[config.mk]
export PLATFORM = sky130hd
export DESIGN_NAME = uart_tx_frame
export DESIGN_NICKNAME = d
export VERILOG_FILES = /design/src/rtl/uart_pkg.sv /design/src/rtl/uart_tx_serializer.sv /design/src/rtl/uart_tx_frame.sv
export SDC_FILE = /design/constraint.sdc
export NUM_CORES = 1
export LEC_CHECK = 0
export ABC_CLOCK_PERIOD_IN_PS = 2100
export BUFFER_PORTS_ARGS = -buffer_cell sky130_fd_sc_hd__buf_2
export CAP_MARGIN = 10
export CORE_MARGIN = 2
export CORE_UTILIZATION = 45
export CTS_BUF_LIST = sky130_fd_sc_hd__clkbuf_4
export CTS_CLUSTER_SIZE = 16
export DETAILED_ROUTE_END_ITERATION = 10
export GPL_TIMING_DRIVEN = 0
export PLACE_DENSITY = 0.64
export SYNTH_ARGS = -nofsm -noshare
export SYNTH_HDL_FRONTEND = slang
export SYNTH_SLANG_ARGS = --single-unit
[constraint.sdc]
create_clock -name CLK -period 2.1 [get_ports CLK]
set_clock_uncertainty 0.05 [all_clocks]
set_input_delay 0.21 -clock CLK [delete_from_list [all_inputs] [get_ports CLK]]
set_output_delay 0.21 -clock CLK [all_outputs]
set_load 0.02 [all_outputs]
[src/rtl/uart_pkg.sv]
`default_nettype none
// ----------------------------------------------------------------------------
// uart_pkg : line levels, parity selects and TX state encoding shared by UART TX/RX
// Rev 1.0
// ----------------------------------------------------------------------------
package uart_pkg;

    typedef enum logic [2:0] {
        IDLE   = 3'd0,
        START  = 3'd1,
        DATA   = 3'd2,
        PARITY = 3'd3,
        STOP   = 3'd4
    } tx_state_e;

    localparam logic PAR_EVEN  = 1'b0;
    localparam logic PAR_ODD   = 1'b1;
    localparam logic LINE_IDLE = 1'b1;
    localparam logic START_BIT = 1'b0;

endpackage
`default_nettype wire

[src/rtl/uart_tx_serializer.sv]
`default_nettype none
// ----------------------------------------------------------------------------
// uart_tx_serializer : load-enable LSB-first shift register, bit counter, word parity
// Rev 1.0
// ----------------------------------------------------------------------------
module uart_tx_serializer #(
    parameter int DATA_WIDTH = 8
) (
    input  logic                  clk,
    input  logic                  rst_n,
    input  logic                  load,
    input  logic [DATA_WIDTH-1:0] load_data,
    input  logic                  shift_en,
    input  logic                  cnt_en,
    output logic                  serial_bit,
    output logic                  done,
    output logic                  parity
);

    localparam int CNT_W = $clog2(DATA_WIDTH);
    localparam logic [CNT_W-1:0] LAST_CNT = CNT_W'(DATA_WIDTH - 1);

    logic [DATA_WIDTH-1:0] shreg;
    logic [CNT_W-1:0]      cnt;
    logic                  parity_q;

    always_ff @(posedge clk) begin
        if (!rst_n) begin
            shreg    <= '0;
            cnt      <= '0;
            parity_q <= 1'b0;
        end else if (load) begin
            shreg    <= load_data;
            cnt      <= '0;
            parity_q <= ^load_data;
        end else begin
            if (shift_en) begin
                shreg <= shreg >> 1;
            end
            // Saturate at the terminal count so done stays stable until the next load
            if (cnt_en && (cnt != LAST_CNT)) begin
                cnt <= cnt + 1'b1;
            end
        end
    end

    assign serial_bit = shreg[0];
    assign done       = (cnt == LAST_CNT);
    assign parity     = parity_q;

endmodule
`default_nettype wire

[src/rtl/uart_tx_frame.sv]
`default_nettype none
// ----------------------------------------------------------------------------
// uart_tx_frame : one-bit-per-clock UART TX framer (start, data LSB first, parity, stop)
// Rev 1.0
// ----------------------------------------------------------------------------
module uart_tx_frame
    import uart_pkg::*;
#(
    parameter int DATA_WIDTH = 8
) (
    input  logic                  CLK,
    input  logic                  RST,
    input  logic [DATA_WIDTH-1:0] P_DATA,
    input  logic                  DATA_VALID,
    input  logic                  PAR_EN,
    input  logic                  PAR_TYP,
    output logic                  TX_OUT,
    output logic                  BUSY
);

    tx_state_e state;
    tx_state_e next_state;

    logic par_en_q;
    logic par_typ_q;
    logic tx_next;
    logic busy_next;
    logic load;
    logic shift_en;
    logic cnt_en;
    logic serial_bit;
    logic done;
    logic word_parity;
    logic parity_bit;

    uart_tx_serializer #(
        .DATA_WIDTH (DATA_WIDTH)
    ) u_serializer (
        .clk        (CLK),
        .rst_n      (RST),
        .load       (load),
        .load_data  (P_DATA),
        .shift_en   (shift_en),
        .cnt_en     (cnt_en),
        .serial_bit (serial_bit),
        .done       (done),
        .parity     (word_parity)
    );

    assign parity_bit = (par_typ_q == PAR_ODD) ? ~word_parity : word_parity;

    always_ff @(posedge CLK) begin
        if (!RST) begin
            state     <= IDLE;
            TX_OUT    <= LINE_IDLE;
            BUSY      <= 1'b0;
            par_en_q  <= 1'b0;
            par_typ_q <= 1'b0;
        end else begin
            state  <= next_state;
            TX_OUT <= tx_next;
            BUSY   <= busy_next;
            if (load) begin
                par_en_q  <= PAR_EN;
                par_typ_q <= PAR_TYP;
            end
        end
    end

    // The line value for the upcoming bit period is decided here so TX_OUT is a pure flop
    always_comb begin
        next_state = state;
        tx_next    = LINE_IDLE;
        load       = 1'b0;
        shift_en   = 1'b0;
        cnt_en     = 1'b0;
        case (state)
            IDLE: begin
                if (DATA_VALID) begin
                    next_state = START;
                    tx_next    = START_BIT;
                    load       = 1'b1;
                end
            end
            START: begin
                next_state = DATA;
                tx_next    = serial_bit;
                shift_en   = 1'b1;
            end
            DATA: begin
                if (done) begin
                    if (par_en_q) begin
                        next_state = PARITY;
                        tx_next    = parity_bit;
                    end else begin
                        next_state = STOP;
                    end
                end else begin
                    tx_next  = serial_bit;
                    shift_en = 1'b1;
                    cnt_en   = 1'b1;
                end
            end
            PARITY: begin
                next_state = STOP;
            end
            STOP: begin
                next_state = IDLE;
            end
            default: begin
                next_state = IDLE;
            end
        endcase
    end

    assign busy_next = (next_state != IDLE);

endmodule
`default_nettype wire
# Word level (Yosys, flattened, before mapping)
# Cells that the tools add are included.
[totals]
register_bits = 19
latchBits = 0
ram_bits = 0
mem_bits_ro = 0
inputBits = 13
output_inout_bits = 2
elab_cells = 38
memories = 0
[op_classes]
n_addsub = 1
multipliers = 0
n_div = 0
order_cmp = 0
n_eq_ne = 5
shift = 0
muxes = 16
bitwise = 2
n_reduce_logical = 6
[ops]
columns = ["op", "n"]
rows = [
  ["$mux W8", 2],
  ["$pmux W3 S4", 1],
  ["$mux W3", 3],
  ["$mux W1", 8],
  ["$reduce_xor A8 Y1", 1],
  ["$eq A3 B2 Y1 const B", 2],
  ["$add A3 B1 Y3 const B", 1],
  ["$eq A3 B1 Y1 const B", 1],
  ["$eq A3 B3 Y1 const B", 1],
  ["$logic_not A3 Y1", 1],
  ["$ne A3 B3 Y1 const B", 1],
  ["$pmux W1 S3", 1],
  ["$reduce_bool A3 Y1", 1],
  ["$not A1 Y1", 2],
  ["$pmux W1 S2", 1],
  ["$reduce_bool A2 Y1", 1],
  ["$reduce_or A2 Y1", 1],
  ["$logic_and A1 B1 Y1", 1],
]

# Logic depth before layout (Yosys ltp)
[depth]
depth_word = 5
mapped_depth = 7
ltp_nobuf = 6

# Hierarchy
# From an unflattened synthesis, not the netlist that was laid out.
[unflattened]
hier_cells = 102
area_unflattened_um2 = 933.4
[by_module_without_submodules]
columns = ["mod", "n_inst", "cells_per_inst", "area_each_um2", "seq_area_each_um2"]
rows = [
  ["uart_tx_serializer", 1, 65, 598.1, 240.2],
  ["uart_tx_frame", 1, 37, 335.3, 140.1],
]

# Worst setup path after synthesis
# OpenSTA, ideal clock, no wires.
[synth_timing]
kind = "register to register"
from = "register u_serializer.cnt[0]"
to = "register u_serializer.shreg[3]"
setup_time_ns = 0.116
arrival_time_ns = 1.565
t_required_ns = 1.934
slack_ns = 0.369
path_stages_with_launch = 8
path_buffers = 1
period_less_slack_ns = 1.731
path_cell_list = "dfxtp_1 -> ha_1 -> ha_1 -> o21a_1 -> nor3_2 -> buf_2 -> nand2_1 -> o211a_1"
[synth_between]
elab_chain_cells = 4
[synth_rtl]
columns = ["element", "line_no", "rtl"]
rows = [
  ["start, declared", "uart_tx_serializer.sv:24", "logic [CNT_W-1:0] cnt;"],
  ["start signal, assigned", "uart_tx_serializer.sv:42", "cnt <= cnt + 1'b1;"],
  ["$eq A3 B3 Y1", "uart_tx_serializer.sv:48", "assign done = (cnt == LAST_CNT);"],
  ["$mux W1", "uart_tx_frame.sv:91", "if (done) begin"],
  ["$pmux W1 S2", "uart_tx_frame.sv:77", "case (state)"],
  ["$reduce_bool A2 Y1 (no source line)", "--", ""],
  ["end signal, assigned", "uart_tx_serializer.sv:33", "shreg <= load_data;"],
  ["end signal, assigned", "uart_tx_serializer.sv:38", "shreg <= shreg >> 1;"],
  ["end, declared", "uart_tx_serializer.sv:23", "logic [DATA_WIDTH-1:0] shreg;"],
]
# Every way passes these cells.
# A chain may end at the register's enable or synchronous reset.

# Final worst setup path
[layout_timing]
from = "register u_serializer.cnt[0]"
to = "register u_serializer.shreg[5]"
# The elaborated chain is that of the path after synthesis.

==> summary.md <==
| Metric | Value |
|---|---|
| Core region area | 1962 sq um |
| Endpoints failing setup | 0 |
| Synthesized-area fraction occupied by xor and xnor cells | 0.08434 |
| Leakage power figure | 0.0005013 uW |
| Cts bufs inserted | 3 |
| Die boundary height | 49.58 microns |
| Part of the cycle the worst path needs | 0.9078 |
| Most common library cell in the layout ignoring fill and taps | dfxtp_1 |
| Total global routing overflow | 0 |
| Number of instances in the synthesized netlist | 95 |
| Type of the worst setup path | register to register |
| Met1 Routed Length | 754 microns |
| Worst Tran Pin Value | 0.5716 ns |
| Clock tree root driver cell | clkbuf_4 |
| Most used cells in the layout excluding fill and tap cells | dfxtp_1 (19), buf_2 (16), nand2_1 (9), mux2i_1 (9), xnor2_1 (9) |
| Share of layout cells above drive strength 1 | 0.2301 |
| Share of synthesized cell area in and, or, nand and nor gates | 0.1901 |
| Clock input transition at the sequential cells of the worst setup and hold paths | 0.10 ns |
| First-pass GRT wire length | 2946 microns |
| Vias/cell | 5.029 |
| Largest net degree at the start of global routing | 11 |
| Number of maximum-capacitance constraint violations | 0 |
| Highest routed metal layer | met4 |
| Total Routing Usage GR | 0.1575 |
| H-tree depth reported by CTS | 1 |
| Number of primary I/O pins | 15 |
| WL/cell | 12.01 microns |
| Worst slew slack as a fraction of its limit | 0.6173 |
| RSZ-0062 raised after global routing | no |
| Share of power burned in the clock network | 0.252 |
| Via Count | 704 |
| TritonCTS clock tree | yes |
| Most area-consuming cells after synthesis | dfxtp_1 (41%), mux2i_1 (9.6%), xnor2_1 (8.4%) |
| Sum of negative setup slack | 0 ns |
| Share of the yosys chip area belonging to registers | 0.4070 |
| Number of global-route vias before repair | 680 |
| Clock latency of the later-clocked register in the worst-skew pair | 0.29 ns |
| Number of buffers added to fix hold violations after cts | 0 |
| Min cycle time layout | 1.906 ns |
| Multiplexer fraction of the synthesized cell area | 0.09639 |
| Sort of element at the start of the critical path | register |
| Die area | 2458 sq um |
| Buffer levels on the longest clock path | 2 |
| Layout area overhead | 14.99% |
| Initial standard-cell utilization of the core | 0.4764 |
| Max FO, Critical Path | 10 |
| Data arrival at the endpoint of the critical path | 2.05 ns |
| DIE WIDTH | 49.58 microns |
| TritonRoute pass-1 iters | 4 |
| Routed wire length | 1682 microns |
| Power density normalized to cell area | 723.8 nW/um^2 |
| Final weighted congestion in routability-driven placement | 0.7960 |
| Status | finished clean |
| Drt first-iter violations | 8 |
| Half-perimeter wire length after detailed placement | 1291 microns |
| Total count of hold-check failures in the final report | 0 |
| Pins over their slew limit | 0 |
| Number of antenna violations at the first check in global routing | 0 |
| Area share of the largest cell type after synthesis | 0.4070 |
| R2R cell count | 7 |
| Met2 wire length | 820 microns |
| Mapped Nets | 110 |
| Cell row count | 16 |
| Count of buffers inserted at the top-level ports | 14 |
| Portion of total power attributed to combinational logic | 0.224 |
| Number of nets in the layout | 129 |
| Top cell type by total area after synthesis | dfxtp_1 |
| Dominant combinational cell family by area after synthesis | simple AND/OR/NAND/NOR gates |
| Achievable Freq | 0.5245 GHz |
| Kind of capture point of the worst setup path | register |
| Detailed route wirelength on metal3 | 77 microns |
| # diodes | 0 |
| Antenna Nets Post-Route | 0 |
| Unique cell type count in the Yosys netlist | 28 |
| Cell Int Power | 565.3 uW |
| Avg Inst Size Synth | 9.838 sq um |
| Number of clock sinks seen by CTS | 19 |
| Sequential cell fraction of total power | 0.523 |
| Hold Path Depth | 3 |
| Warnings, synthesis | 0 |
| Utilization of the core after routing | 0.5478 |
| Post-synthesis compound-gate area fraction | 0.1486 |
| Syn Std Cell Area | 934.6 sq um |
| Number of synthesized register bits | 19 |
| Peak supply drop | 0.3978 mV |
| CP required | 2.25 ns |
| Adder-cell share of the synthesized area | 0.02677 |
| DRC violation count after routing | 0 |
| Tightest Hold Check Type | input port to register |
| Switching share of total power | 0.2734 |
| Power dissipated by switching net loads | 212.7 uW |
==> power by group through the flow <==
stage,logic [uW],clock network (uW),registers [uW]
final,175,196,407
after global routing,194,229,411
after CTS,175,204,407
after detailed placement,174,0,416
after global placement,171,0,413
after floorplan,130,0,415
==> what timing repair did <==
action,CTS,global route
setup buffers,0,0
gates resized for setup,0,1
endpoints found under the setup margin,0,3
==> cell families (layout without fill, tap and decap cells) <==
family | count (synthesis) | after routing
simple gates | 30 | 30
flops | 19 | 19
xor+xnor | 9 | 9
compound gates | 19 | 19
buf+inv | 7 | 25
mux | 9 | 9
fa+ha+maj | 2 | 2
==> critical path: stages (launching register included) <==
cell,delay (ns)
dfxtp_1,0.34
ha_1,0.20
ha_1,0.26
o21a_1,0.23
nor3_4,0.27
buf_2,0.27
nand2_1,0.08
o211a_1,0.12
==> routing by layer <==
layer / up-vias / track usage
met1: 319 / 0.1947
met2: 13 / 0.2556
li1: 368 / -
met4: 0 / 0.08333
met5: - / 0
met3: 4 / 0.03333
==> state kept, by name (all words and copies together), names as in the netlist <==
| signal | count |
|---|---|
| u_serializer.shreg | 8 |
| state | 3 |
| u_serializer.cnt | 3 |
| BUSY | 1 |
| TX_OUT | 1 |
| par_en_q | 1 |
| par_typ_q | 1 |
| u_serializer.parity | 1 |
==> layout make-up <==
| cell class | count | area [sq um] |
|---|---|---|
| fill | 205 | 887.1 |
| multi-input combinational | 69 | 516.7 |
| sequential | 19 | 380.4 |
| timing repair buffer | 14 | 70.07 |
| buffer | 5 | 36.28 |
| tap | 27 | 33.78 |
| clock buffer | 4 | 30.03 |
| inverter | 2 | 7.507 |
==> synthesized netlist by cell type <==
cell type / n
nor4b_4: 1
o22ai_1: 1
a31oi_1: 2
nor2_1: 6
nor2b_1: 2
a21oi_1: 4
nand2b_1: 3
and2_1: 1
nand3b_1: 1
dfxtp_1: 19
nor4bb_1: 1
nor2_2: 1
nand2_1: 9
nor3_2: 1
or3b_2: 1
inv_1: 2
clkbuf_1: 1
buf_6: 2
xnor2_1: 9
o21ai_0: 3
mux2i_1: 9
ha_1: 2
o21a_1: 1
o211ai_1: 1
buf_2: 2
o211a_1: 7
and2b_1: 1
nor3_1: 2
==> final timing paths <==
check | slack [ns] | startpoint | to
worst min register to register | 0.46 | u_serializer.shreg[3]$_SDFFE_PN0P_ | u_serializer.shreg[3]$_SDFFE_PN0P_
worst max-delay path | 0.19 | u_serializer.cnt[0]$_SDFFE_PP0P_ | u_serializer.shreg[5]$_SDFFE_PN0P_
worst max register to register | 0.19 | u_serializer.cnt[0]$_SDFFE_PP0P_ | u_serializer.shreg[5]$_SDFFE_PN0P_
worst min-delay path | 0.12 | PAR_EN | par_en_q$_SDFFE_PN0P_
==> stage by stage <==
stage	total power (uW)	setup slack, ns	hold slack [ns]	cells	area, sq um
final	778.0	0.1935	0.1153	140	1075
after global routing	833.9	0.05225	0.1115	140	1075
after CTS	786.0	0.1117	0.1078	140	1069
after detailed placement	589.8	0.1172	0.4208	136	1039
after global placement	583.7	0.1680	0.4212	136	1039
after floorplan	545.2	0.3691	0.2882	95	934.6
Power figures use the tool's default switching activity.
